===== config.mk =====
export PLATFORM = sky130hd
export DESIGN_NAME = sym_cn_rank_lut_flat
export DESIGN_NICKNAME = d
export VERILOG_FILES = /design/src/rtl/sym_cn_rank_lut_pkg.sv /design/src/rtl/sym_cn_rank_lut_if.sv /design/src/rtl/sym_cn_rank_lut_cn_rank_mem.sv /design/src/rtl/sym_cn_rank_lut.sv /design/src/flat_wrapper.sv
export SDC_FILE = /design/constraint.sdc
export NUM_CORES = 1
export LEC_CHECK = 0
export CORE_MARGIN = 2
export CORE_UTILIZATION = 64
export DETAILED_ROUTE_END_ITERATION = 10
export DONT_BUFFER_PORTS = 1
export GPL_TIMING_DRIVEN = 0
export PLACE_DENSITY_LB_ADDON = 0.15
export SYNTH_ARGS = -nofsm -noshare
export SYNTH_HDL_FRONTEND = slang
export SYNTH_SLANG_ARGS = --single-unit

===== constraint.sdc =====
create_clock -name sys_clk -period 1.4 [get_ports sys_clk]
set_input_delay 0.42 -clock sys_clk [delete_from_list [all_inputs] [get_ports sys_clk]]
set_output_delay 0.42 -clock sys_clk [all_outputs]
set_load 0.005 [all_outputs]

===== src/rtl/sym_cn_rank_lut_pkg.sv =====
// Shared sizing for the check-node rank LUT core.
// Holds the default geometry and the page-width derivation.
package sym_cn_rank_lut_pkg;

  localparam int LUT_PORT_SIZE_DEF   = 2;
  localparam int ENTRY_ADDR_DEF      = 4;
  localparam int MULTI_FRAME_NUM_DEF = 2;
  localparam int NUM_PORTS           = 4;

  function automatic int page_width(input int entry_addr, input int frames);
    return entry_addr - $clog2(frames);
  endfunction

  localparam int PAGE_W_DEF = page_width(ENTRY_ADDR_DEF, MULTI_FRAME_NUM_DEF);

endpackage


===== src/rtl/sym_cn_rank_lut_if.sv =====
// Port bundle of the CN rank LUT: four read ports, frame select and the
// dual-bank table-update port.
interface sym_cn_rank_lut_if #(
  parameter int LUT_PORT_SIZE = sym_cn_rank_lut_pkg::LUT_PORT_SIZE_DEF,
  parameter int PAGE_W        = sym_cn_rank_lut_pkg::PAGE_W_DEF
);
  logic [LUT_PORT_SIZE-1:0] y0_in_A, y0_in_B, y0_in_C, y0_in_D;
  logic [LUT_PORT_SIZE-1:0] y1_in_A, y1_in_B, y1_in_C, y1_in_D;
  logic                     read_addr_offset;
  logic [LUT_PORT_SIZE-1:0] lut_data_A, lut_data_B, lut_data_C, lut_data_D;
  logic                     read_addr_offset_out;
  logic [LUT_PORT_SIZE-1:0] lut_in_bank0, lut_in_bank1;
  logic [PAGE_W-1:0]        page_write_addr;
  logic                     write_addr_offset;
  logic                     we;

  modport master (
    output y0_in_A, y0_in_B, y0_in_C, y0_in_D,
    output y1_in_A, y1_in_B, y1_in_C, y1_in_D,
    output read_addr_offset,
    output lut_in_bank0, lut_in_bank1, page_write_addr, write_addr_offset, we,
    input  lut_data_A, lut_data_B, lut_data_C, lut_data_D,
    input  read_addr_offset_out
  );

  modport slave (
    input  y0_in_A, y0_in_B, y0_in_C, y0_in_D,
    input  y1_in_A, y1_in_B, y1_in_C, y1_in_D,
    input  read_addr_offset,
    input  lut_in_bank0, lut_in_bank1, page_write_addr, write_addr_offset, we,
    output lut_data_A, lut_data_B, lut_data_C, lut_data_D,
    output read_addr_offset_out
  );
endinterface


===== src/rtl/sym_cn_rank_lut_cn_rank_mem.sv =====
// Dual-bank, two-frame rank memory: four asynchronous read ports and one
// write port that updates the same word of both banks together.
module cn_rank_mem
  import sym_cn_rank_lut_pkg::*;
#(
  parameter int LUT_PORT_SIZE = LUT_PORT_SIZE_DEF,
  parameter int ENTRY_ADDR    = ENTRY_ADDR_DEF,
  parameter int PAGE_W        = PAGE_W_DEF
) (
  input  logic                                    sys_clk,
  input  logic                                    rstn,
  input  logic                                    we,
  input  logic                                    wr_offset,
  input  logic [PAGE_W-1:0]                       wr_page,
  input  logic [LUT_PORT_SIZE-1:0]                wr_data0,
  input  logic [LUT_PORT_SIZE-1:0]                wr_data1,
  input  logic                                    rd_offset,
  input  logic [NUM_PORTS-1:0]                    rd_bank,
  input  logic [NUM_PORTS-1:0][PAGE_W-1:0]        rd_page,
  output logic [NUM_PORTS-1:0][LUT_PORT_SIZE-1:0] rd_data
);

  localparam int DEPTH = 2 ** ENTRY_ADDR;

  logic [LUT_PORT_SIZE-1:0] bank0 [DEPTH];
  logic [LUT_PORT_SIZE-1:0] bank1 [DEPTH];

  // Distributed RAM: contents survive reset, but updates are blocked while it is held.
  always_ff @(posedge sys_clk) begin
    if (rstn && we) begin
      bank0[{wr_offset, wr_page}] <= wr_data0;
      bank1[{wr_offset, wr_page}] <= wr_data1;
    end
  end

  for (genvar p = 0; p < NUM_PORTS; p++) begin : g_rd
    logic [ENTRY_ADDR-1:0] addr;
    assign addr       = {rd_offset, rd_page[p]};
    assign rd_data[p] = rd_bank[p] ? bank1[addr] : bank0[addr];
  end

endmodule


===== src/rtl/sym_cn_rank_lut.sv =====
// Check-node rank LUT core: folds each {y0,y1} pair into a bank/page address,
// reads the rank memory and registers the four results.
module sym_cn_rank_lut
  import sym_cn_rank_lut_pkg::*;
#(
  parameter int LUT_PORT_SIZE   = LUT_PORT_SIZE_DEF,
  parameter int ENTRY_ADDR      = ENTRY_ADDR_DEF,
  parameter int MULTI_FRAME_NUM = MULTI_FRAME_NUM_DEF
) (
  input  logic             sys_clk,
  input  logic             rstn,
  sym_cn_rank_lut_if.slave bus
);

  localparam int PAGE_W = ENTRY_ADDR - $clog2(MULTI_FRAME_NUM);

  if (2 * LUT_PORT_SIZE != PAGE_W + 1) begin : g_bad_geometry
    $error("sym_cn_rank_lut: 2*LUT_PORT_SIZE must equal PAGE_W+1");
  end
  if (MULTI_FRAME_NUM != 2) begin : g_bad_frames
    $error("sym_cn_rank_lut: MULTI_FRAME_NUM must be 2");
  end

  logic [NUM_PORTS-1:0][LUT_PORT_SIZE-1:0] y0, y1, rd_data, lut_q;
  logic [NUM_PORTS-1:0]                    rd_bank;
  logic [NUM_PORTS-1:0][PAGE_W-1:0]        rd_page;
  logic                                    offset_q;

  assign y0 = {bus.y0_in_D, bus.y0_in_C, bus.y0_in_B, bus.y0_in_A};
  assign y1 = {bus.y1_in_D, bus.y1_in_C, bus.y1_in_B, bus.y1_in_A};

  // Entry index {y0,y1}: its LSB picks the bank, the remaining bits form the page.
  for (genvar p = 0; p < NUM_PORTS; p++) begin : g_addr
    logic [2*LUT_PORT_SIZE-1:0] entry;
    assign entry      = {y0[p], y1[p]};
    assign rd_bank[p] = entry[0];
    assign rd_page[p] = entry[2*LUT_PORT_SIZE-1:1];
  end

  cn_rank_mem #(
    .LUT_PORT_SIZE (LUT_PORT_SIZE),
    .ENTRY_ADDR    (ENTRY_ADDR),
    .PAGE_W        (PAGE_W)
  ) u_mem (
    .sys_clk   (sys_clk),
    .rstn      (rstn),
    .we        (bus.we),
    .wr_offset (bus.write_addr_offset),
    .wr_page   (bus.page_write_addr),
    .wr_data0  (bus.lut_in_bank0),
    .wr_data1  (bus.lut_in_bank1),
    .rd_offset (bus.read_addr_offset),
    .rd_bank   (rd_bank),
    .rd_page   (rd_page),
    .rd_data   (rd_data)
  );

  always_ff @(posedge sys_clk or negedge rstn) begin
    if (!rstn) begin
      lut_q    <= '0;
      offset_q <= 1'b0;
    end else begin
      lut_q    <= rd_data;
      offset_q <= bus.read_addr_offset;
    end
  end

  assign bus.lut_data_A           = lut_q[0];
  assign bus.lut_data_B           = lut_q[1];
  assign bus.lut_data_C           = lut_q[2];
  assign bus.lut_data_D           = lut_q[3];
  assign bus.read_addr_offset_out = offset_q;

endmodule


===== src/flat_wrapper.sv =====
// flat-port wrapper written by rule: the top's interface ports become plain ports
module sym_cn_rank_lut_flat import sym_cn_rank_lut_pkg::*;
#(
  parameter int LUT_PORT_SIZE   = LUT_PORT_SIZE_DEF,
  parameter int ENTRY_ADDR      = ENTRY_ADDR_DEF,
  parameter int MULTI_FRAME_NUM = MULTI_FRAME_NUM_DEF
)
  (sys_clk, rstn, bus_y0_in_A, bus_y0_in_B, bus_y0_in_C, bus_y0_in_D, bus_y1_in_A, bus_y1_in_B, bus_y1_in_C, bus_y1_in_D, bus_read_addr_offset, bus_lut_in_bank0, bus_lut_in_bank1, bus_page_write_addr, bus_write_addr_offset, bus_we, bus_lut_data_A, bus_lut_data_B, bus_lut_data_C, bus_lut_data_D, bus_read_addr_offset_out);
  sym_cn_rank_lut_if #(.LUT_PORT_SIZE(LUT_PORT_SIZE), .PAGE_W(3)) bus_i ();
  input  logic sys_clk;
  input  logic rstn;
  input wire logic [$bits(bus_i.y0_in_A)-1:0] bus_y0_in_A;
  input wire logic [$bits(bus_i.y0_in_B)-1:0] bus_y0_in_B;
  input wire logic [$bits(bus_i.y0_in_C)-1:0] bus_y0_in_C;
  input wire logic [$bits(bus_i.y0_in_D)-1:0] bus_y0_in_D;
  input wire logic [$bits(bus_i.y1_in_A)-1:0] bus_y1_in_A;
  input wire logic [$bits(bus_i.y1_in_B)-1:0] bus_y1_in_B;
  input wire logic [$bits(bus_i.y1_in_C)-1:0] bus_y1_in_C;
  input wire logic [$bits(bus_i.y1_in_D)-1:0] bus_y1_in_D;
  input wire logic [$bits(bus_i.read_addr_offset)-1:0] bus_read_addr_offset;
  input wire logic [$bits(bus_i.lut_in_bank0)-1:0] bus_lut_in_bank0;
  input wire logic [$bits(bus_i.lut_in_bank1)-1:0] bus_lut_in_bank1;
  input wire logic [$bits(bus_i.page_write_addr)-1:0] bus_page_write_addr;
  input wire logic [$bits(bus_i.write_addr_offset)-1:0] bus_write_addr_offset;
  input wire logic [$bits(bus_i.we)-1:0] bus_we;
  output wire logic [$bits(bus_i.lut_data_A)-1:0] bus_lut_data_A;
  output wire logic [$bits(bus_i.lut_data_B)-1:0] bus_lut_data_B;
  output wire logic [$bits(bus_i.lut_data_C)-1:0] bus_lut_data_C;
  output wire logic [$bits(bus_i.lut_data_D)-1:0] bus_lut_data_D;
  output wire logic [$bits(bus_i.read_addr_offset_out)-1:0] bus_read_addr_offset_out;
  assign bus_i.y0_in_A = bus_y0_in_A;
  assign bus_i.y0_in_B = bus_y0_in_B;
  assign bus_i.y0_in_C = bus_y0_in_C;
  assign bus_i.y0_in_D = bus_y0_in_D;
  assign bus_i.y1_in_A = bus_y1_in_A;
  assign bus_i.y1_in_B = bus_y1_in_B;
  assign bus_i.y1_in_C = bus_y1_in_C;
  assign bus_i.y1_in_D = bus_y1_in_D;
  assign bus_i.read_addr_offset = bus_read_addr_offset;
  assign bus_i.lut_in_bank0 = bus_lut_in_bank0;
  assign bus_i.lut_in_bank1 = bus_lut_in_bank1;
  assign bus_i.page_write_addr = bus_page_write_addr;
  assign bus_i.write_addr_offset = bus_write_addr_offset;
  assign bus_i.we = bus_we;
  assign bus_lut_data_A = bus_i.lut_data_A;
  assign bus_lut_data_B = bus_i.lut_data_B;
  assign bus_lut_data_C = bus_i.lut_data_C;
  assign bus_lut_data_D = bus_i.lut_data_D;
  assign bus_read_addr_offset_out = bus_i.read_addr_offset_out;
  sym_cn_rank_lut #(.LUT_PORT_SIZE(LUT_PORT_SIZE), .ENTRY_ADDR(ENTRY_ADDR), .MULTI_FRAME_NUM(MULTI_FRAME_NUM)) u_core (.sys_clk(sys_clk), .rstn(rstn), .bus(bus_i));
endmodule

==> Implementation_results.wiki <==
{| class="wikitable"
! Metric !! Value
|-
| Global placement routability congestion || 1.01
|-
| Sink of the worst hold path || u_core.bus.read_addr_offset_out
|-
| Most common cell in the synthesized netlist || sky130_fd_sc_hd__mux2i_1
|-
| I/O pins || 37
|-
| Peak per-stage delay on the critical path || 460 ps
|-
| Worst path cell trace || mux2i_1 > a22oi_1 > and4b_1 > a31oi_1 > o311ai_1
|-
| Die Area || 0.00812 mm2
|-
| Flop2flop setup slack || -50 ps
|-
| Critical R2R Capture || u_core.bus.lut_data_C[1]
|-
| Total negative setup slack || -179 ps
|-
| Int Pwr || 3370 uW
|-
| Detailed placer's ending HPWL || between 9 and 10 mm
|-
| Pin count of the biggest net entering global routing || 17
|-
| Horizontal extent of the die || 90.1 um
|-
| Result of the run || complete, but fails checks
|-
| Vias in the first global route || 3607
|-
| Clock Tree Buf Depth || 2
|-
| Clock tree from TritonCTS || done
|-
| Maximum ir drop on the vdd rail || 0.859 mV
|-
| Synthesized area per cell || 11.9 um2
|-
| Initial core utilization || 65.7%
|-
| Leakage Power || 0.00202 uW
|-
| Start of the worst register-to-register path || u_core.u_mem.bank0[11][1]
|-
| CP max stage cell || sky130_fd_sc_hd__edfxtp_1
|-
| RSZ-0062 raised after global routing || yes
|-
| Combinational share of power || between 15 and 20%
|-
| Failing checks || setup timing
|-
| Leading cell types by count after synthesis || sky130_fd_sc_hd__mux2i_1, sky130_fd_sc_hd__edfxtp_1, sky130_fd_sc_hd__a22oi_1
|-
| Rel. slew slack || 61.3%
|-
| Drt total wl || between 10 and 15 mm
|-
| EDFF count, synth || 64
|-
| Number of vias after detailed routing || approximately 3.7k
|-
| Via density per instance || 7.23
|-
| Clock slew at the register clock pins of the worst setup and hold paths || around 80 ps
|-
| Number of CTS-inserted buffers || 9
|-
| Number of non-filler instances in the completed layout || approximately 510
|-
| Vertical die dimension || 90.1 um
|-
| Synth top area share || 40.5%
|-
| Global-route wire length before repair || 20.7 mm
|-
| Data required time of the critical path || 1620 ps
|-
| Setup ws final || -50.2 ps
|-
| Final period util || 104%
|-
| Critical path fanouts, max || 4
|-
| Post-detailed-route DRC marker count || 0
|-
| Clock latency on the worst-skew pair || between 300 and 400 ps
|-
| Pre-antenna DRT Iters || 5
|-
| Largest cells by area after synthesis || sky130_fd_sc_hd__edfxtp_1, sky130_fd_sc_hd__mux2i_1, sky130_fd_sc_hd__a22oi_1
|-
| Area of the mapped netlist || 0.00474 mm2
|-
| ANT nets after route || 0
|-
| Sw Ratio || 27.9%
|-
| Root Buffer Master || sky130_fd_sc_hd__clkbuf_8
|-
| Layout Area Growth over Synthesis || 8.57%
|-
| Post-synthesis net count || 425
|-
| Min-Delay Path Depth || 0
|-
| Final number of setup-violating endpoints || 6
|-
| Type of the worst min-delay path || input pin to flip-flop
|-
| Critical path start-end classification || flip-flop to flip-flop
|-
| Number of placed instances, taps included || slightly below 500
|-
| Share of synthesized registers carrying an async set or reset || 12.3%
|-
| Core Box Area || 0.00721 mm2
|-
| Sequential-to-total area share from yosys stat || between 40 and 50%
|-
| Path depth of the worst reg2reg path || 5
|-
| Sw power || 1300 uW
|-
| Max-slew violation count || 0
|-
| Worst hold path startpoint || bus_read_addr_offset
|-
| Number of warnings printed during yosys synthesis || 0
|-
| Count of inserted antenna diode cells || 0
|-
| WL per Instance || 26.8 um
|-
| Setup repair bufs after CTS || 0
|-
| Worst Tran Pin Value || approximately 580 ps
|-
| Post-synthesis sequential element count || 73
|-
| Hold Slack || 82.9 ps
|-
| TritonCTS sink count || 73
|-
| Most used flip-flop cell after synthesis || sky130_fd_sc_hd__edfxtp_1
|-
| Number of violations reported at the end of detailed-routing iteration 0 || 673
|-
| Combined global-route utilization of all metal layers || 34.4%
|-
| GRT overflow || 0
|-
| Number of rows created at floorplan || 31
|-
| Fraction of power consumed by the clock network || 32.0%
|-
| Antenna violations before repair || 0
|-
| Cell type with the largest total area after synthesis || sky130_fd_sc_hd__edfxtp_1
|-
| Final clock skew || 11.5 ps
|-
| Buffers on Ports || 0
|-
| Total Nets Final || 437
|-
| Max-Cap Viols || 0
|-
| Filler Cell Count || 524
|-
| F_max || 690 MHz
|-
| Power density relative to cell area || 908 mW/mm2
|-
| Endpoint type of the worst setup path || flip-flop
|-
| Synth unique cells || 27
|-
| Period minus WS final || 1450 ps
|-
| Critical Path AT || 1670 ps
|-
| Kind of launch point of the worst setup path || flip-flop
|-
| CTS HTree Levels || 3
|-
| Hold violation total from the final report || 0
|-
| Layout cells sized above 1 || 14.3%
|-
| Part of the power in registers || 52.6%
|-
| Number of instances in the synthesized netlist || 397
|}
-- stage by stage --
step | setup slack, ps | utilization (%) | instance area [um2] | power [uW]
after CTS | -3.03 | 70.7 | 5100 | 4600
after detailed placement | -302 | 68.0 | 4900 | 3170
after floorplan | -36.8 | - | 4780 | 3010
after global routing | -118 | 71.4 | 5150 | 4770
final | -50.2 | 71.4 | 5150 | 4680
after global placement | -387 | 68.0 | 4900 | 3160
-- kinds of logic after synthesis --
family	share of synthesized area [%]
buffers and inverters	6.07
AND/OR/NAND/NOR	10.2
flip-flops	45.3
AO/OA/AOI/OAI	11.5
multiplexers	27.0
-- state kept, by name, indices dropped and copies added, names as in the netlist --
| name | flops |
|---|---|
| u_core.bus.lut_data_D | 2 |
| u_core.bus.lut_data_B | 2 |
| u_core.u_mem.bank0 | 32 |
| u_core.bus.lut_data_A | 2 |
| u_core.bus.read_addr_offset_out | 1 |
| u_core.bus.lut_data_C | 2 |
| u_core.u_mem.bank1 | 32 |
-- power groups by stage --
stage               registers, uW  logic, uW  clock network [uW]
finish                       2460        720                1500
floorplan                    2500        509                   0
detailed placement           2510        660                   0
global route                 2470        748                1560
CTS                          2460        675                1470
global placement             2510        656                   0
-- cell type report --
type	count	area, um2	area share, %
multi-input cells	293	2380	46.3
clock buffers	9	124	2.41
flip-flops and latches	73	2150	41.7
well taps	99	124	2.41
plain buffers	31	315	6.12
clock inverters	7	47.5	0.923
repair buffers	1	10.0	0.194
-- metal layers --
metal  vias up  global-route usage (%)  routed length (um)  part of all wire [%]
met4         0                    10.9                 374                   2.7
li1       1585                       -                   -                     -
met1      1765                    49.5                5630                    41
met5         -                       0                   0                     0
met3        43                    7.88                1740                    13
met2       316                    52.0                6020                    44
-- placed cells by master, fill, tap and decap left out, types with 2 or more instances in the layout --
master and n:
sky130_fd_sc_hd__nand4b_1 7, sky130_fd_sc_hd__edfxtp_1 64, sky130_fd_sc_hd__buf_2 4, sky130_fd_sc_hd__dfrtp_1 9, sky130_fd_sc_hd__clkinvlp_4 4, sky130_fd_sc_hd__mux2i_1 128, sky130_fd_sc_hd__clkbuf_2 8, sky130_fd_sc_hd__and4b_1 6
sky130_fd_sc_hd__nor2_2 5, sky130_fd_sc_hd__clkbuf_1 2, sky130_fd_sc_hd__a31oi_1 10, sky130_fd_sc_hd__buf_8 9, sky130_fd_sc_hd__nand2_1 27, sky130_fd_sc_hd__nor2b_1 8, sky130_fd_sc_hd__a31oi_2 3, sky130_fd_sc_hd__and2_1 3
sky130_fd_sc_hd__nand3_1 6, sky130_fd_sc_hd__buf_6 4, sky130_fd_sc_hd__a22oi_1 49, sky130_fd_sc_hd__nand4_1 3, sky130_fd_sc_hd__nor2_1 12, sky130_fd_sc_hd__buf_12 3, sky130_fd_sc_hd__nand2b_1 4, sky130_fd_sc_hd__o311ai_1 4
sky130_fd_sc_hd__clkbuf_8 9, sky130_fd_sc_hd__a21oi_1 6, sky130_fd_sc_hd__o311ai_2 2, sky130_fd_sc_hd__nor3_1 3
-- how the worst max path moves through the flow --
stage / startpoint / to / slack [ps] / cells past startpoint
2_1_floorplan: bus_y0_in_A[0] / u_core.bus.lut_data_A[0] / -40 / 7
3_3_place_gp: bus_y1_in_D[1] / u_core.bus.lut_data_D[0] / -390 / 6
3_5_place_dp: bus_y1_in_D[1] / u_core.bus.lut_data_D[0] / -300 / 6
4_1_cts: u_core.u_mem.bank0[12][1] / u_core.bus.lut_data_B[1] / -3 / 5
5_1_grt: u_core.u_mem.bank0[10][0] / u_core.bus.lut_data_A[0] / -120 / 5
6_report: u_core.u_mem.bank0[11][1] / u_core.bus.lut_data_C[1] / -50 / 5
-- timing repair --
action	in CTS	in global routing
gates resized for setup	2	10
hold endpoints to repair	9	0
hold buffers	1	0
pin swaps	1	7
setup endpoints to repair	1	8
-- worst max-delay path, delay by kind of cell, from the launching register on --
kind	cells	cell delay, ps
simple gates	1	210
flops	1	460
compound gates	3	460
mux	1	190
Power figures use the tool's default switching activity.
